===== config.mk =====
export PLATFORM = sky130hd
export DESIGN_NAME = eth_fcs_append
export DESIGN_NICKNAME = d
export VERILOG_FILES = /design/src/rtl/eth_fcs_append_pkg.sv /design/src/rtl/eth_fcs_append_crc.sv /design/src/rtl/eth_fcs_append.sv
export SDC_FILE = /design/constraint.sdc
export NUM_CORES = 1
export LEC_CHECK = 0
export BUFFER_PORTS_ARGS = -buffer_cell sky130_fd_sc_hd__buf_2
export CORE_MARGIN = 2
export CORE_UTILIZATION = 35
export CTS_CLUSTER_DIAMETER = 60
export CTS_CLUSTER_SIZE = 28
export DETAILED_ROUTE_END_ITERATION = 6
export SYNTH_ARGS = -nofsm -noshare
export SYNTH_HDL_FRONTEND = slang
export SYNTH_SLANG_ARGS = --single-unit

===== constraint.sdc =====
create_clock -name clk -period 1.9 [get_ports clk]
set_input_delay 0.38 -clock clk [delete_from_list [all_inputs] [get_ports clk]]
set_output_delay 0.38 -clock clk [all_outputs]
set_load 0.005 [all_outputs]

===== src/rtl/eth_fcs_append_pkg.sv =====
`default_nettype none
// +----------------------------------------------------------------------+
// | Module  : eth_fcs_append_pkg                                          |
// | Brief   : Shared Ethernet constants, FSM state type and the per-byte  |
// |           reflected CRC-32 step function.                             |
// | Revision: 1.0  initial release                                        |
// +----------------------------------------------------------------------+
package eth_fcs_append_pkg;

  localparam logic [31:0] c_crc_init    = 32'hFFFF_FFFF;
  localparam logic [31:0] c_crc_residue = 32'hDEBB_20E3;
  localparam logic [31:0] c_crc_poly    = 32'hEDB8_8320;
  localparam logic [7:0]  c_pad_byte    = 8'h00;

  typedef enum logic [1:0] {
    ST_IDLE = 2'd0,
    ST_DATA = 2'd1,
    ST_PAD  = 2'd2,
    ST_FCS  = 2'd3
  } fcs_state_t;

  // Reflected CRC-32, LSB first, one byte folded per call.
  function automatic logic [31:0] crc32_byte(input logic [31:0] crc,
                                              input logic [7:0]  data);
    logic [31:0] c;
    c = crc ^ {24'd0, data};
    for (int i = 0; i < 8; i++) begin
      c = c[0] ? ((c >> 1) ^ c_crc_poly) : (c >> 1);
    end
    return c;
  endfunction

endpackage
`default_nettype wire


===== src/rtl/eth_fcs_append_crc.sv =====
`default_nettype none
// +----------------------------------------------------------------------+
// | Module  : eth_fcs_append_crc                                          |
// | Brief   : Combinational single-byte CRC-32 update.                    |
// | Revision: 1.0  initial release                                        |
// +----------------------------------------------------------------------+
module eth_fcs_append_crc
  import eth_fcs_append_pkg::*;
(
  input  logic [31:0] crc_in,
  input  logic [7:0]  data_in,
  output logic [31:0] crc_out
);

  // Fold one byte into the running CRC.
  always_comb begin
    crc_out = crc32_byte(crc_in, data_in);
  end

endmodule
`default_nettype wire


===== src/rtl/eth_fcs_append.sv =====
`default_nettype none
// +----------------------------------------------------------------------+
// | Module  : eth_fcs_append                                              |
// | Brief   : Streams an Ethernet payload through, optionally zero-pads   |
// |           it to MIN_PAYLOAD_BYTES, and appends the 4-byte FCS.        |
// |           Define ETH_FCS_PAD_EN to compile in the padding stage.      |
// | Revision: 1.0  initial release                                        |
// +----------------------------------------------------------------------+
module eth_fcs_append
  import eth_fcs_append_pkg::*;
#(
  parameter int MIN_PAYLOAD_BYTES = 60
) (
  input  logic       clk,
  input  logic       reset_n,
  input  logic [7:0] in_data,
  input  logic       in_valid,
  input  logic       in_last,
  output logic       in_ready,
  output logic [7:0] out_data,
  output logic       out_valid,
  output logic       out_last,
  input  logic       out_ready,
  output logic       frame_done
);

  localparam logic [5:0] c_min = 6'(MIN_PAYLOAD_BYTES);
`ifdef ETH_FCS_PAD_EN
  localparam bit c_pad_en = 1'b1;
`else
  localparam bit c_pad_en = 1'b0;
`endif

  fcs_state_t  r_state;
  fcs_state_t  w_state_nxt;
  logic [31:0] r_crc;
  logic [31:0] w_crc_nxt;
  logic [5:0]  r_count;
  logic [5:0]  w_count_nxt;
  logic [1:0]  r_fcs_idx;
  logic [1:0]  w_fcs_idx_nxt;
  logic [7:0]  r_out_data;
  logic [7:0]  w_out_data_nxt;
  logic        r_out_valid;
  logic        w_out_valid_nxt;
  logic        r_out_last;
  logic        w_out_last_nxt;

  logic        w_adv;
  logic        w_accept;
  logic        w_in_ready;
  logic [5:0]  w_count_inc;
  logic        w_pad_needed;
  logic [7:0]  w_crc_byte;
  logic [31:0] w_crc_step;

  // The output register may be reloaded when empty or being drained.
  assign w_adv        = !r_out_valid || out_ready;
  assign w_in_ready   = ((r_state == ST_IDLE) || (r_state == ST_DATA)) && w_adv;
  assign w_accept     = in_valid && w_in_ready;
  // Count saturates so long frames never look short again.
  assign w_count_inc  = (r_count == 6'd63) ? 6'd63 : (r_count + 6'd1);
  assign w_pad_needed = c_pad_en && (w_count_inc < c_min);
  assign w_crc_byte   = (r_state == ST_PAD) ? c_pad_byte : in_data;

  eth_fcs_append_crc u_crc (
    .crc_in  (r_crc),
    .data_in (w_crc_byte),
    .crc_out (w_crc_step)
  );

  // State register.
  always_ff @(posedge clk or negedge reset_n) begin
    if (!reset_n) begin
      r_state <= ST_IDLE;
    end else begin
      r_state <= w_state_nxt;
    end
  end

  // Next-state decision.
  always_comb begin
    w_state_nxt = r_state;
    case (r_state)
      ST_IDLE, ST_DATA: begin
        if (w_accept) begin
          if (in_last) begin
            w_state_nxt = w_pad_needed ? ST_PAD : ST_FCS;
          end else begin
            w_state_nxt = ST_DATA;
          end
        end
      end
`ifdef ETH_FCS_PAD_EN
      ST_PAD: begin
        if (w_adv && (w_count_inc == c_min)) begin
          w_state_nxt = ST_FCS;
        end
      end
`endif
      ST_FCS: begin
        // Leave only once the final FCS byte has actually been taken.
        if (w_adv && r_out_last) begin
          w_state_nxt = ST_IDLE;
        end
      end
      default: w_state_nxt = ST_IDLE;
    endcase
  end

  // Datapath next values: output byte, CRC, length count, FCS index.
  always_comb begin
    w_crc_nxt       = r_crc;
    w_count_nxt     = r_count;
    w_fcs_idx_nxt   = r_fcs_idx;
    w_out_data_nxt  = r_out_data;
    w_out_valid_nxt = r_out_valid;
    w_out_last_nxt  = r_out_last;
    case (r_state)
      ST_IDLE, ST_DATA: begin
        if (w_accept) begin
          w_crc_nxt       = w_crc_step;
          w_count_nxt     = w_count_inc;
          w_out_data_nxt  = in_data;
          w_out_valid_nxt = 1'b1;
          w_out_last_nxt  = 1'b0;
        end else if (w_adv) begin
          w_out_valid_nxt = 1'b0;
        end
      end
`ifdef ETH_FCS_PAD_EN
      ST_PAD: begin
        if (w_adv) begin
          w_crc_nxt       = w_crc_step;
          w_count_nxt     = w_count_inc;
          w_out_data_nxt  = c_pad_byte;
          w_out_valid_nxt = 1'b1;
          w_out_last_nxt  = 1'b0;
        end
      end
`endif
      ST_FCS: begin
        if (w_adv) begin
          if (r_out_last) begin
            w_out_valid_nxt = 1'b0;
            w_out_last_nxt  = 1'b0;
            w_crc_nxt       = c_crc_init;
            w_count_nxt     = 6'd0;
            w_fcs_idx_nxt   = 2'd0;
          end else begin
            w_out_data_nxt  = ~r_crc[{r_fcs_idx, 3'b000} +: 8];
            w_out_valid_nxt = 1'b1;
            w_out_last_nxt  = (r_fcs_idx == 2'd3);
            w_fcs_idx_nxt   = r_fcs_idx + 2'd1;
          end
        end
      end
      default: begin
        w_out_valid_nxt = 1'b0;
        w_out_last_nxt  = 1'b0;
      end
    endcase
  end

  // Datapath registers.
  always_ff @(posedge clk or negedge reset_n) begin
    if (!reset_n) begin
      r_crc       <= c_crc_init;
      r_count     <= 6'd0;
      r_fcs_idx   <= 2'd0;
      r_out_data  <= 8'h00;
      r_out_valid <= 1'b0;
      r_out_last  <= 1'b0;
    end else begin
      r_crc       <= w_crc_nxt;
      r_count     <= w_count_nxt;
      r_fcs_idx   <= w_fcs_idx_nxt;
      r_out_data  <= w_out_data_nxt;
      r_out_valid <= w_out_valid_nxt;
      r_out_last  <= w_out_last_nxt;
    end
  end

  assign in_ready   = w_in_ready;
  assign out_data   = r_out_data;
  assign out_valid  = r_out_valid;
  assign out_last   = r_out_last;
  assign frame_done = r_out_valid && r_out_last && out_ready;

endmodule
`default_nettype wire

## Word level (Yosys, flattened, before mapping)

Cells that the tools add are included.

- Register bits: 46
- Memories: 0
- Bits of input ports: 13
- ROM bits: 0
- Bits in writable memories: 0
- Word-level logic and storage cells: 76
- Output and inout bits: 12
- Latch bits: 0

- Shift operators: 1
- Bitwise logic cells: 10
- Reduce and logical (&&, ||, !) cells: 17
- Equal/unequal tests: 10
- $lt $le $gt $ge: 0
- $mul: 0
- Divide/modulo/power cells: 0
- Mux-type cells: 31
- Add/sub/neg operators: 1

Operator list:

| kind | count |
|---|---|
| 2-to-1 mux 32 bit | 11 |
| inverter 13 -> 14 bit | 8 |
| one-hot mux 32 bit (2 select lines) | 1 |
| 2-to-1 mux 8 bit | 4 |
| variable part select 32 x 6 -> 8 bit | 1 |
| XOR 32 x 8 -> 32 bit | 1 |
| one-hot mux 8 bit (2 select lines) | 1 |
| != test 2 bit (second input constant) | 5 |
| 2-to-1 mux 2 bit | 4 |
| inverter 8 bit | 1 |
| AND reduction 2 bit | 4 |
| AND reduction 4 bit | 2 |
| 2-to-1 mux 1 bit | 7 |
| equality test 2 bit (second input constant) | 3 |
| logical AND 1 bit | 5 |
| one-hot mux 1 bit (2 select lines) | 2 |
| one-hot mux 2 bit (2 select lines) | 1 |
| != test 3 bit (second input constant) | 1 |
| adder 2 x 1 -> 2 bit (second input constant) | 1 |
| equality test 2 x 1 -> 1 bit (second input constant) | 1 |
| zero test 2 bit | 1 |
| logical OR 1 bit | 2 |
| nonzero test 2 bit | 1 |
| OR reduction 2 bit | 1 |
| zero test 1 bit | 1 |

## Depth between registers and ports, before layout

Gate-level depths: netlist of run 1.

- Word-level depth: 21
- Mapped depth: 8
- Depth with buffers taken out: 6

## Modules after synthesis

Synthesis of run 1 repeated with hierarchy kept, for this count alone.

- Cell total of the unflattened synthesis: 290
- Area, all modules: 3447.1 µm²

By module, submodules not included:

| module | cells an instance | area an instance (µm²) | instances |
|---|---|---|---|
| eth_fcs_append | 227 | 2476.1 | 1 |
| eth_fcs_append_crc | 63 | 970.9 | 1 |

## Least setup slack after synthesis of run 1

OpenSTA, ideal clock, no wires.

- Path kind: register to register
- Start: register r_crc[0]
- End: register r_crc[19]
- Data arrival time: 1942 ps
- Path buffers: 1
- Path slack: -115 ps
- Data required time: 1827 ps
- Clock period less this slack: 2015 ps
- Stages on the path, launching flop included: 7
- Cell sequence: dfstp_2 > clkbuf_1 > xor2_1 > xnor2_2 > xnor3_1 > xnor2_1 > a21oi_1

- Cells in the longest elaborated chain, start to end: 16

RTL lines:

| what | line | text |
|---|---|---|
| from (decl) | eth_fcs_append.sv:36 | `logic [31:0] r_crc;` |
| from (signal assigned) | eth_fcs_append.sv:168 | `r_crc <= c_crc_init;` |
| from (signal assigned) | eth_fcs_append.sv:175 | `r_crc <= w_crc_nxt;` |
| XOR 32 x 8 -> 32 bit (*) | eth_fcs_append_pkg.sv:26 | `c = crc ^ {24'd0, data};` |
| 2-to-1 mux 32 bit (*) (2 in series) | eth_fcs_append_pkg.sv:28 | `c = c[0] ? ((c >> 1) ^ c_crc_poly) : (c >> 1);` |
| inverter 13 -> 14 bit (no source line) | -- |  |
| 2-to-1 mux 32 bit (*) | eth_fcs_append_pkg.sv:28 |  |
| inverter 13 -> 14 bit (no source line) | -- |  |
| 2-to-1 mux 32 bit (*) (2 in series) | eth_fcs_append_pkg.sv:28 |  |
| inverter 13 -> 14 bit (no source line) | -- |  |
| 2-to-1 mux 32 bit (*) | eth_fcs_append_pkg.sv:28 |  |
| inverter 13 -> 14 bit (no source line) | -- |  |
| 2-to-1 mux 32 bit (*) | eth_fcs_append_pkg.sv:28 |  |
| inverter 13 -> 14 bit (no source line) | -- |  |
| 2-to-1 mux 32 bit (*) | eth_fcs_append_pkg.sv:28 |  |
| 2-to-1 mux 32 bit (*) | eth_fcs_append.sv:121 | `if (w_accept) begin` |
| one-hot mux 32 bit (2 select lines) (*) | eth_fcs_append.sv:119 | `case (r_state)` |

Every way passes the cells marked *; elsewhere a longest branch is shown, timed or not. The select of a mux whose other input is x is not followed.
A chain may end at the register's enable or synchronous reset.

## Final worst setup path of run 1

- Start: register r_state[1]
- End: register r_crc[18]

- Cells in the longest elaborated chain, start to end: 17
- Elaborated cells between the ends (all ways): 30
- Those cells by class: 6 x eq/ne; 11 x mux; 6 x bitwise; 7 x reduce/logical

RTL lines:

| what | line | text |
|---|---|---|
| from (decl) | eth_fcs_append.sv:34 | `fcs_state_t r_state;` |
| from (signal assigned) | eth_fcs_append.sv:77 | `r_state <= w_state_nxt;` |
| equality test 2 bit | eth_fcs_append.sv:64 | `assign w_crc_byte = (r_state == ST_PAD) ? c_pad_byte : in_data;` |
| 2-to-1 mux 8 bit | eth_fcs_append.sv:64 |  |
| XOR 32 x 8 -> 32 bit | eth_fcs_append_pkg.sv:26 |  |
| 2-to-1 mux 32 bit (2 in series) | eth_fcs_append_pkg.sv:28 |  |
| inverter 13 -> 14 bit (no source line) | -- |  |
| 2-to-1 mux 32 bit (2 in series) | eth_fcs_append_pkg.sv:28 |  |
| inverter 13 -> 14 bit (no source line) | -- |  |
| 2-to-1 mux 32 bit | eth_fcs_append_pkg.sv:28 |  |
| inverter 13 -> 14 bit (no source line) | -- |  |
| 2-to-1 mux 32 bit | eth_fcs_append_pkg.sv:28 |  |
| inverter 13 -> 14 bit (no source line) | -- |  |
| 2-to-1 mux 32 bit (2 in series) | eth_fcs_append_pkg.sv:28 |  |
| 2-to-1 mux 32 bit | eth_fcs_append.sv:121 |  |
| one-hot mux 32 bit (2 select lines) | eth_fcs_append.sv:119 |  |

Parallel ways exist; a longest one is shown, timed or not. The select of a mux whose other input is x is not followed.

==> results of run 1 <==
final timing paths:
check / slack (ns) / start / cells past startpoint / endpoint
max: -0.02 / r_state[1] / 10 / r_crc[18]
min: 0.17 / reset_n / 2 / out_data[5]
max reg2reg: -0.02 / r_state[1] / 10 / r_crc[18]
min reg2reg: 0.48 / out_data[0] / 2 / out_data[0]
max in group asynchronous: 1.33 / reset_n / 2 / r_fcs_idx[1]
min in group clk: 0.32 / in_last / 3 / r_state[1]
placed cells by master (no fill, tap or decap), drive strengths merged, types with 7 or more instances in the layout:
cell type	count
buf	64
o21ai	19
o22a	8
xnor2	59
nor2	36
a21oi	29
nand2	32
dfrtp	14
dfstp	32
xor2	25
clkbuf	7
mux4	8
worst max-delay path: stages, from the launching register on:
cell and delay [ns]:
dfrtp_1 0.40, nor2b_4 0.25, buf_12 0.14, buf_6 0.11
nor2_2 0.05, xnor2_2 0.15, buf_4 0.14, buf_4 0.15
xnor2_2 0.14, xor2_1 0.18, a21oi_2 0.15
cell families after synthesis:
| group | Yosys count | share of synthesized area (%) |
|---|---|---|
| adders and majority gates | 1 | 0.412 |
| buffers and inverters | 19 | 2.85 |
| DFF | 46 | 39.3 |
| and+or+nand+nor | 81 | 11.4 |
| AOI/OAI and AO/OA | 57 | 10.5 |
| xor gates and xnor gates | 88 | 29.3 |
| muxes | 9 | 6.27 |
metrics by stage:
step                utilization [%]  TNS [ns]
floorplan                         -   -0.0230
global placement               41.9    -0.321
detailed placement             41.9    -0.411
CTS                            44.2   -0.0144
global route                   45.8    -0.840
finish                         45.8   -0.0396
cell type report:
cell class | instances | area share [%]
Multi-Input combinational cell | 236 | 50.3
Sequential cell | 46 | 31.3
Timing Repair Buffer | 64 | 12.4
Clock inverter | 1 | 0.132
Tap cell | 105 | 3.46
Clock buffer | 7 | 2.27
Yosys cell counts, types with 2 or more instances:
cell type,n,share of area (%)
nor3_1,3,0.49
buf_2,3,0.49
o22a_1,8,2.3
nand2b_1,3,0.62
dfrtp_1,14,12
xnor2_2,3,1.6
o21ai_0,18,3.0
nor2_1,35,4.3
nand3_1,2,0.33
dfstp_2,32,28
nor2b_1,2,0.41
xor3_1,3,2.4
a21oi_1,29,4.8
xor2_1,24,6.9
clkbuf_1,13,1.6
mux4_2,8,5.9
xnor2_1,55,16
nand2_1,32,4.0
what timing repair did:
action / CTS / global route
gates resized for setup: 7 / 21
pin swaps: 6 / 14
endpoints found under the setup margin: 9 / 24
setup buffers: 7 / 2
power by group:
part           switching, mW  leakage [nW]  internal [mW]
registers              0.469         0.505           1.60
logic                   2.89          1.01           3.32
clock network          0.336        0.0482          0.294
registers in the layout, indices dropped and copies added (netlist names):
register   flops
r_crc         32
out_data       8
r_fcs_idx      2
r_state        2
out_last       1
out_valid      1
layer usage:
metal  global-route usage (%)  vias to the layer above  share of wire (%)
met5                        0                        -                  0
met4                     6.07                        0                1.9
met3                     3.38                        9                3.0
met2                     26.4                       38                 47
met1                     22.9                     1092                 48
li1                         -                     1092                  -
==> summary.md, run 1 <==
| Metric | Value |
|---|---|
| Design area | 3800 sq um |
| Post-DP Area | 3480 sq um |
| Clock skew | 0.0113 ns |
| CP Max Fanout | 4 |
| # rows | 33 |
| Clock latency at the later pin of the worst-skew pair | 0.31 ns |
| HPWL Detailed | about 5300 microns |
| Drt first pass iters | 4 |
| Type of the tightest min-delay check | in -> async |
| GP Congestion | 0.971 |
| Final min period | a little under 2 ns |
| H-tree levels | 2 |
| Non-Filler Instances | 459 |
| Syn Area/Cell | around 10 sq um |
| Vias in the first global route | about 2300 |
| Register area share after synthesis | between 30% and 40% |
| Chip height | 97.1 microns |
| Max Cap Viol | 0 |
| Status | finished with violations |
| Worst EP required | 2.14 ns |
| DRT antenna net count | 0 |
| Core Area | 8300 sq um |
| Die ar. | roughly 9400 sq um |
| Routed vias | 2231 |
| Async set-reset flop share out of synthesis | 100% |
| Cell Pwr Density | between 2000 and 2500 nW/um^2 |
| PnR worst setup slack | -0.0233 ns |
| DP Worst Slack | -0.0770 ns |
| Setup CP Type | reg -> reg |
| Largest net degree at the start of global routing | 47 |
| Fin crit share | 101% |
| Share of cells above drive strength 1 | 41.0% |
| Mapped Nets | 315 |
| Final Hold Fails | 0 |
| EDFF count, synth | 0 |
| Yosys cell types | 32 |
| Worst slew margin | 59.6% |
| Drt total wl | 7520 microns |
| DRC viols | 0 |
| YS warnings | 0 |
| Multi-input gate area | 1910 sq um |
| Violated checks | setup timing |
| Layout area overhead | 25.3% |
| Placed Instances | ~440 |
| CTS tree | built |
| Peak supply drop | 0.760 mV |
| Leakage power total | 1.56 nW |
| DR iter-0 viols | 96 |
| RSZ-0062 raised after global routing | yes |
| Critical path data arrival time | 2.17 ns |
| Final setup violation count | 3 |
| Worst-case clock buffer depth | 2 |
| Nets | ~370 |
| CTS Sinks | 46 |
| First-pass GRT wire length | 12300 microns |
| Synth Register Bits | 46 |
| Wirelength per Cell | between 15 and 20 microns |
| Antenna violations before repair | 0 |
| Synthesized area | 3030 sq um |
| Endpoint type of the worst setup path | register |
| Final-layout fill cell count | 776 |
| Total GRT Usage | 16.7% |
| Critical Path Source Type | register |
| Sequential Area | 1190 sq um |
| Actual slew at the worst max-slew pin | 0.605 ns |
| Syn Inst Count | 301 |
| Vias per cell | 4.86 |
| Max Slew Vio Count | 0 |
| CTS Hold Bufs | 0 |
| Top_reg_cell synth | dfstp_2 |
| Clock slew at reported path FFs | 0.09 ns |
| Antenna diodes | 0 |
| FMAX | approximately 520 MHz |
| I/O pins | 25 |
| Die X | 97.1 microns |
| Initial Utilization | 36.5% |
| Root buf cell | clkbuf_8 |
| Total CTS buffers | 5 |
| Total congestion overflow | 0 |
| Overall power after layout | 8.91 mW |
| Number of port buffers | 24 |
| Final hold slack | about 0.17 ns |
(Power assumes the default switching activity.)
==> inputs of run 2 (changes only) <==
--- a/config.mk
+++ b/config.mk
@@ -11,6 +11,7 @@
 export CTS_CLUSTER_DIAMETER = 60
 export CTS_CLUSTER_SIZE = 28
 export DETAILED_ROUTE_END_ITERATION = 6
+export PLACE_DENSITY = 0.53
 export SYNTH_ARGS = -nofsm -noshare
 export SYNTH_HDL_FRONTEND = slang
 export SYNTH_SLANG_ARGS = --single-unit
==> run 2 against run 1 <==
Net effect: the flow now finishes without violations; cell count is 1.3% higher; cell area is 2.5% higher; utilization is 1.1 points higher; largest cell class unchanged.
==> summary.md, run 2 (synthesis gave the netlist of run 1 again) <==
| Metric | Value |
|---|---|
| Die ar. | 9430 sq um |
| Peak supply drop | 1.11 mV |
| Nets | 373 |
| I/O pins | 25 |
| Routed vias | 2252 |
| Worst slew margin | about 58% |
| Setup CP Type | reg -> reg |
| Most frequent cells in the layout | xnor2_1 (47), buf_4 (41), nand2_1 (32), dfstp_2 (32), nor2_1 (30) |
| R2r worst-path depth | 9 |
| Clk pwr share | 8.0% |
| Drt first pass iters | 4 |
| Critical path data arrival time | approximately 2.1 ns |
| Wirelength per Cell | around 17 microns |
| Internal power | 5.51 mW |
| FMAX | 528 MHz |
| Final Hold Fails | 0 |
| Max Slew Vio Count | 0 |
| GP Congestion | 0.906 |
| Core Area | 8300 sq um |
| RSZ-0062 raised after global routing | yes |
| Sequential power share | 22.4% |
| Drt total wl | 7860 microns |
| Total GRT Usage | 17.1% |
| Number of port buffers | 24 |
| Chip height | 97.1 microns |
| Final min period | 1.89 ns |
| CTS Hold Bufs | 0 |
| Most flops, register | r_crc |
| Max Cap Viol | 0 |
| Worst reg2reg path startpoint | r_state[1] |
| Comb pwr share | between 60 and 70% |
| # rows | 33 |
| Final setup violation count | 0 |
| Vias per cell | 4.84 |
| CTS tree | built |
| H-tree levels | 2 |
| R2R Path End | r_crc[23] |
| Antenna violations before repair | 0 |
| Share of cells above drive strength 1 | between 40% and 50% |
| Clock skew | 0.00709 ns |
| Leakage power total | ~1.6 nW |
| First-pass GRT wire length | 12600 microns |
| Layout area overhead | 28.4% |
| Actual slew at the worst max-slew pin | 0.628 ns |
| Reg-to-reg setup timing slack | 0.006 ns |
| Net Sw Frac | 40.9% |
| CTS Sinks | 46 |
| Antenna diodes | 0 |
| Worst EP required | 2.14 ns |
| Vias in the first global route | 2331 |
| CP Max Fanout | 5 |
| Final Util | 46.9% |
| Total congestion overflow | 0 |
| HPWL Detailed | between 5000 and 6000 microns |
| DR iter-0 viols | approximately 110 |
| Total CTS buffers | 5 |
| DRT antenna net count | 0 |
| Endpoint type of the worst setup path | register |
| Clock latency at the later pin of the worst-skew pair | around 0.31 ns |
| Status | finished clean |
| Fin crit share | 99.7% |
| Most common cell after layout, fill and taps aside | xnor2_1 |
| Root buf cell | clkbuf_8 |
| Cell Pwr Density | about 2400 nW/um^2 |
| Type of the tightest min-delay check | in -> async |
| Clock slew at reported path FFs | 0.09 ns |
| Largest net degree at the start of global routing | 47 |
| Worst-case clock buffer depth | 2 |
| Die X | 97.1 microns |
| Critical Path Source Type | register |
| DRC viols | 0 |
| Max reg flops | 32 |
| Initial Utilization | 36.5% |
| NetSw | 3.82 mW |
| Overall power after layout | 9.33 mW |
-- run 2: worst max path at each step --
stage	from	endpoint
after floorplan	r_crc[5]	r_crc[24]
after global placement	r_state[1]	r_crc[24]
after detailed placement	in_data[1]	r_crc[24]
after CTS	r_state[0]	r_crc[20]
after global routing	r_crc[1]	r_crc[24]
final	r_state[1]	r_crc[23]
-- run 2: per-stage QoR --
step,hold WS [ns],TNS [ns],instance area (sq um),std cells,worst slack (ns)
floorplan,0.0844,-0.0230,3050,301,-0.0222
global placement,0.456,-0.225,3470,443,-0.134
detailed placement,0.465,-0.143,3470,443,-0.0613
CTS,0.172,0,3660,455,0.00445
global route,0.212,-0.320,3890,465,-0.0718
finish,0.152,0,3890,465,0.00607
-- run 2: layout make-up --
cell class | count | area, sq um
Fill cell | 778 | 4410
Sequential cell | 46 | 1190
Multi-Input combinational cell | 236 | 1960
Clock inverter | 2 | 37.5
Clock buffer | 6 | 72.6
Tap cell | 105 | 131
Timing Repair Buffer | 70 | 502
-- run 2: metal layers --
metal  share of wire [%]  GRT usage (%)  up-vias
met5                   0              0        -
met4                 1.6           4.88        0
met3                 2.9           2.95       13
met2                  49           28.0       42
met1                  47           23.3     1092
li1                    -              -     1105
-- run 2: power groups by stage --
| stage | registers (mW) | clock network [mW] | logic, mW |
|---|---|---|---|
| 2_1_floorplan | 1.89 | 0 | 4.14 |
| 3_3_place_gp | 2.07 | 0 | 5.65 |
| 3_5_place_dp | 2.08 | 0 | 5.67 |
| 4_1_cts | 2.07 | 0.778 | 5.80 |
| 5_1_grt | 2.15 | 0.817 | 7.01 |
| 6_report | 2.09 | 0.742 | 6.50 |
-- run 2: critical path, stage by stage, from the launching register on --
cell and delay, ns:
dfrtp_1 0.40, buf_4 0.15, nand2b_4 0.07, buf_6 0.11, nand2_1 0.09, xor2_2 0.21
xnor2_2 0.15, buf_4 0.15, xor3_1 0.34, a21oi_1 0.16
-- run 2: repair_timing --
action | CTS | global route
setup buffers | 4 | 10
gates resized for setup | 7 | 24
setup endpoints to repair | 6 | 12
pin swaps | 8 | 11
